<file path="config.mk">
export PLATFORM = sky130hd
export DESIGN_NAME = dec_dispatch_ctrl
export DESIGN_NICKNAME = d
export VERILOG_FILES = /design/src/rtl/dec_dispatch_ctrl.sv
export SDC_FILE = /design/constraint.sdc
export NUM_CORES = 1
export LEC_CHECK = 0
export BUFFER_PORTS_ARGS = -buffer_cell sky130_fd_sc_hd__buf_4
export CORE_MARGIN = 10
export CORE_UTILIZATION = 50
export CTS_CLUSTER_SIZE = 12
export DETAILED_ROUTE_END_ITERATION = 8
export HOLD_SLACK_MARGIN = 0.03
export PLACE_DENSITY_LB_ADDON = 0.12
export SLEW_MARGIN = 20
export SYNTH_ARGS = -nofsm -noshare
export SYNTH_HDL_FRONTEND = slang
export SYNTH_SLANG_ARGS = --single-unit
</file>
<file path="constraint.sdc">
create_clock -name clk_sys -period 2.26 [get_ports clk_sys]
set_input_delay 0.678 -clock clk_sys [delete_from_list [all_inputs] [get_ports clk_sys]]
set_output_delay 0.678 -clock clk_sys [all_outputs]
set_load 0.05 [all_outputs]
</file>
<file path="src/rtl/dec_dispatch_ctrl.sv">
// dec_dispatch_ctrl: sequences master words into the caesar/scytale/zigzag demux.
// Ports:
//   clk_sys, rst_n           clock, asynchronous active-low reset
//   data_i, valid_i, sel_i   master word, valid, engine select (used on first word only)
//   ready_o                  controller can take data_i this cycle
//   busy_i                   per-engine busy flags
//   data_o, valid_o          word to the demux, held for one BYTES-cycle unpack window
//   select_o, active_o       demux select and one-hot owning engine
//   done_o, err_o            message-complete and illegal-select/timeout pulses
module dec_dispatch_ctrl #(
  parameter int                    MST_DWIDTH = 32,
  parameter int                    SYS_DWIDTH = 8,
  parameter logic [SYS_DWIDTH-1:0] END_TOKEN  = 8'hFA,
  parameter int                    TIMEOUT    = 255
) (
  input  logic                  clk_sys,
  input  logic                  rst_n,
  input  logic [MST_DWIDTH-1:0] data_i,
  input  logic                  valid_i,
  input  logic [1:0]            sel_i,
  output logic                  ready_o,
  input  logic [2:0]            busy_i,
  output logic [MST_DWIDTH-1:0] data_o,
  output logic                  valid_o,
  output logic [1:0]            select_o,
  output logic [2:0]            active_o,
  output logic                  done_o,
  output logic                  err_o
);
  localparam int BYTES = MST_DWIDTH / SYS_DWIDTH;
  localparam int CW    = BYTES > 1 ? $clog2(BYTES) : 1;
  localparam int TW    = TIMEOUT > 1 ? $clog2(TIMEOUT) : 1;

  typedef enum logic [2:0] {IDLE, WAIT_ENG, SEND, FETCH, DROP} state_t;

  state_t                  state, state_n;
  logic [MST_DWIDTH-1:0]   buf_q;
  logic [1:0]              sel_q;
  logic [CW-1:0]           cnt;
  logic [TW-1:0]           tmo;
  logic                    done_n, err_n, xfer, eot_in, eot_buf;
  logic [3:0]              busy_ext;

  function automatic logic has_eot(input logic [MST_DWIDTH-1:0] w);
    has_eot = 1'b0;
    for (int i = 0; i < BYTES; i++) has_eot |= w[i*SYS_DWIDTH +: SYS_DWIDTH] == END_TOKEN;
  endfunction

  assign ready_o  = rst_n && (state == IDLE || state == FETCH || state == DROP);
  assign xfer     = valid_i && ready_o;
  assign eot_in   = has_eot(data_i);
  assign eot_buf  = has_eot(buf_q);
  // select 3 never reaches WAIT_ENG; the padding bit keeps the index in range
  assign busy_ext = {1'b0, busy_i};
  assign valid_o  = state == SEND;
  assign data_o   = valid_o ? buf_q : '0;
  assign select_o = sel_q;
  assign active_o = (state == WAIT_ENG || state == SEND || state == FETCH) ? 3'b001 << sel_q : 3'b000;

  always_comb begin
    state_n = state;
    done_n  = 1'b0;
    err_n   = 1'b0;
    case (state)
      IDLE: if (xfer) begin
        state_n = sel_i == 2'd3 ? (eot_in ? IDLE : DROP) : WAIT_ENG;
        err_n   = sel_i == 2'd3;
      end
      WAIT_ENG: if (!busy_ext[sel_q]) state_n = SEND;
      SEND: if (cnt == CW'(BYTES - 1)) begin
        state_n = eot_buf ? IDLE : FETCH;
        done_n  = eot_buf;
      end
      FETCH: if (xfer) state_n = SEND;
        else if (tmo == TW'(TIMEOUT - 1)) begin
          state_n = IDLE;
          err_n   = 1'b1;
        end
      DROP: if (xfer && eot_in) state_n = IDLE;
      default: state_n = IDLE;
    endcase
  end

  always_ff @(posedge clk_sys or negedge rst_n)
    if (!rst_n) state <= IDLE;
    else state <= state_n;

  always_ff @(posedge clk_sys or negedge rst_n) begin
    if (!rst_n) begin
      buf_q  <= '0;
      sel_q  <= '0;
      cnt    <= '0;
      tmo    <= '0;
      done_o <= 1'b0;
      err_o  <= 1'b0;
    end else begin
      done_o <= done_n;
      err_o  <= err_n;
      if (xfer) buf_q <= data_i;
      if (xfer && state == IDLE) sel_q <= sel_i;
      cnt <= state == SEND ? cnt + 1'b1 : '0;
      // tmo counts idle FETCH cycles; a transfer leaves FETCH so it needs no explicit clear
      tmo <= state == FETCH ? tmo + 1'b1 : '0;
    end
  end
endmodule

</file>
==> impl_metrics.py <==
metrics = {
    "yosys": {
        "yosys-top-cells-area": "dfrtp_1 (50%), mux2_2 (15%), and2_1 (8.9%), or4bb_1 (3.2%), nor2_1 (3.1%)",
        "synth_fp_nets": 255,
        "synth_top_area_share_pct": 49.8,
        "async_flop_share_pct": 100,
        "yosys_warnings": 0,
        "seq_area_frac_synth_pct": 49.8,
        "synth_edf_count": 0,
        "syn_avg_cell_area_um2": 11.6,
        "synth_seq_cells": 49,
        "yosys_most_used_dff": "dfrtp_1",
        "synth_area_mm2": 0.00246,
        "synthCells": 212,
        "yosysTopAreaCell": "dfrtp_1",
        "ys_types": 36,
    },
    "pwr": {
        "power.share.combinational_pct": 67.3,
        "power.net_switching_w": 0.00283,
        "leakagePower_nw": 1.67,
        "p_sw_share_pct": 45.2,
        "power_density_mw_per_mm2": 1700,
        "ir_worst_vdd_mv": 1.06,
        "p_seq_share_pct": 24.6,
        "p_int_w": 0.00344,
        "pwr-share-clk_pct": 8.1,
    },
    "grt": {
        "grt_max_degree": 48,
        "grt_pass1_vias": 2005,
        "overflow": 0,
        "grt_use_total_pct": 14.8,
        "antenna_found_initial": 0,
        "grt_pass1_wl_um": 10100,
    },
    "clock_network": {
        "cts_root_buf": "clkbuf_8",
        "hold_buffers": 0,
        "htree_levels": 2,
        "cts_tree": "done",
        "cts_buffers": 5,
        "cts_sinks": 49,
        "clockBufferDepth": 2,
        "path_clk_slew_ns": 0.08,
        "clock_latency_ns": 0.30,
    },
    "placement": {
        "pre_cts_slack_ns": 0.220,
        "gp_congestion": 0.814,
        "dp.final_hpwl_um": 4710,
        "dpl.cell_count": 358,
        "port_buffers": 80,
    },
    "worst_setup_path": {
        "r2r_setup_slack_ns": 0.57,
        "end_kind": "output pin",
        "arrival_ns": 1.58,
        "start_kind": "flip-flop",
        "worst-setup-path-type": "reg -> out",
        "r2r_start": "state[1]$_DFFE_PN0P_",
        "r2r_cells": 6,
        "worstPathRequired_ns": 1.58,
        "r2r_end": "buf_q[22]$_DFFE_PN0P_",
        "critPathMaxFanout": 6,
    },
    "timing": {
        "skew_ns": 0.00458,
        "period_needed_ns": 2.26,
        "fmaxAchievable_mhz": 443,
        "relSlewSlack_pct": 61.8,
        "final.period_utilization_pct": 99.9,
        "rsz0062_at_grt": "true",
        "worst_slew_pin_slew_ns": 0.567,
        "slew_violations": 0,
        "hold_viol": 0,
        "setup_ws_ns": 0.00132,
        "whs_ns": 0.164,
        "final-setup-viol-count": 0,
    },
    "layout": {
        "area_growth_pct": 49.9,
        "num_antenna_cells": 0,
        "drive_above_1_share_pct": 55.8,
        "nets": 351,
        "utilization_pct": 77.6,
        "stdcell_count": 375,
    },
    "route": {
        "drc": 0,
        "viasPerCell": 5.29,
        "drtIter0Drc": 71,
        "ant_nets": 0,
        "num_vias": 1983,
        "wl_per_cell_um": 18.3,
        "postRouteWirelength_um": 6860,
        "first_pass_iters": 4,
    },
    "run": {
        "maxCapViolCount": 0,
    },
    "status": {
        "status": "finished, final reports clean",
    },
    "worst_hold_path": {
        "min-delay-path-class": "in -> async",
    },
    "floorplan": {
        "dieHeight_um": 90.1,
        "io_pins": 81,
        "rows": 25,
        "die-area_mm2": 0.00813,
        "initial_core_util_pct": 51.7,
        "die_w_um": 90.1,
        "core_mm2": 0.00475,
    },
}
-- routing by layer --
layer,wire [um],global-route usage (%),vias up
li1,-,-,942
met1,2800,17.5,981
met2,3510,25.1,52
met3,448,5.40,8
met4,103,3.58,0
met5,0,0,-
-- cell type report --
type / instances / area, um2
inverters: 1 / 3.75
well taps: 67 / 83.8
multi-input cells: 154 / 1270
clock buffers: 7 / 86.3
fillers: 309 / 1070
repair buffers: 97 / 1010
flip-flops and latches: 49 / 1230
-- state kept, by name (all words and copies together) (netlist names) --
| register | flops |
|---|---|
| buf_q | 32 |
| tmo | 8 |
| state | 3 |
| cnt | 2 |
| select_o | 2 |
| done_o | 1 |
| err_o | 1 |
-- power groups by stage --
| stage | Combinational, W | Sequential (W) | Clock, W |
|---|---|---|---|
| 4_1_cts | 0.00325 | 0.00152 | 0.000523 |
| 3_3_place_gp | 0.00317 | 0.00153 | 0 |
| 6_report | 0.00422 | 0.00154 | 0.000510 |
| 3_5_place_dp | 0.00320 | 0.00154 | 0 |
| 2_1_floorplan | 0.00226 | 0.00150 | 0 |
| 5_1_grt | 0.00440 | 0.00160 | 0.000560 |
-- cell families (layout without fill, tap and decap cells) --
| family | after synthesis | in the layout | synth area share (%) |
|---|---|---|---|
| AO/OA/AOI/OAI | 10 | 10 | 2.80 |
| XOR/XNOR | 6 | 6 | 2.14 |
| adder cells (fa/ha/maj) | 3 | 3 | 1.53 |
| buffers and inverters | 9 | 105 | 2.44 |
| flip-flops | 49 | 49 | 49.8 |
| multiplexers | 35 | 35 | 16.0 |
| AND/OR/NAND/NOR | 100 | 100 | 25.3 |
-- worst max-delay path, cell delays in order (launching register included) --
cell and delay (ns):
dfrtp_1 0.42, nor2b_4 0.15, and2b_4 0.25, clkbuf_16 0.17, and2_4 0.15, buf_8 0.14
-- how the worst max path moves through the flow --
stage                     slack, ns                     from           to  depth (start not counted)
after detailed placement       0.22     state[1]$_DFFE_PN0P_   data_o[12]                          5
after global placement         0.25     state[1]$_DFFE_PN0P_   data_o[18]                          5
final                         0.001     state[2]$_DFFE_PN0P_   data_o[23]                          5
after floorplan               -0.14  select_o[1]$_DFFE_PN0P_  active_o[2]                          1
after global routing          -0.06     state[2]$_DFFE_PN0P_   data_o[23]                          5
after CTS                    -0.008     state[2]$_DFFE_PN0P_   data_o[30]                          5
-- cells in the mapped netlist, drive strengths merged, types with 2 or more instances --
| master | n |
|---|---|
| o21ai | 2 |
| nand4 | 10 |
| clkbuf | 2 |
| a211oi | 2 |
| nor4b | 2 |
| mux2 | 34 |
| nand3b | 2 |
| or4bb | 7 |
| xor2 | 5 |
| buf | 6 |
| and2 | 35 |
| nand3 | 5 |
| nor2b | 3 |
| nor2 | 21 |
| nand2 | 6 |
| a31oi | 2 |
| dfrtp | 49 |
| ha | 3 |
| nor4 | 5 |
-- per-stage QoR --
stage | TNS (ns) | total power (W) | area [um2]
floorplan | -0.316 | 0.00376 | 2490
global placement | 0 | 0.00469 | 3180
detailed placement | 0 | 0.00474 | 3180
CTS | -0.0451 | 0.00529 | 3290
global route | -1.34 | 0.00656 | 3690
finish | 0 | 0.00628 | 3690
-- layout by cell type, fill, tap and decap left out, types with 2 or more instances in the layout --
master	instances
buf_4	56
a31oi_1	2
xor2_1	5
nand2_1	6
nor4_1	3
buf_8	29
or4bb_1	7
and2_1	7
dfrtp_1	49
nand4_1	10
nor2_1	20
and2_4	28
nand3b_1	2
a211oi_1	2
clkbuf_8	6
buf_6	10
nor2b_1	2
mux2_2	33
ha_1	3
nor4_2	2
nand3_1	5
-- what timing repair did --
| item | CTS | global route |
|---|---|---|
| gates resized for setup | 3 | 100 |
| endpoints found under the setup margin | 32 | 34 |
| setup buffers | 1 | 5 |
| pin swaps | 0 | 4 |
| cloned | 0 | 4 |
(Power assumes the default switching activity.)
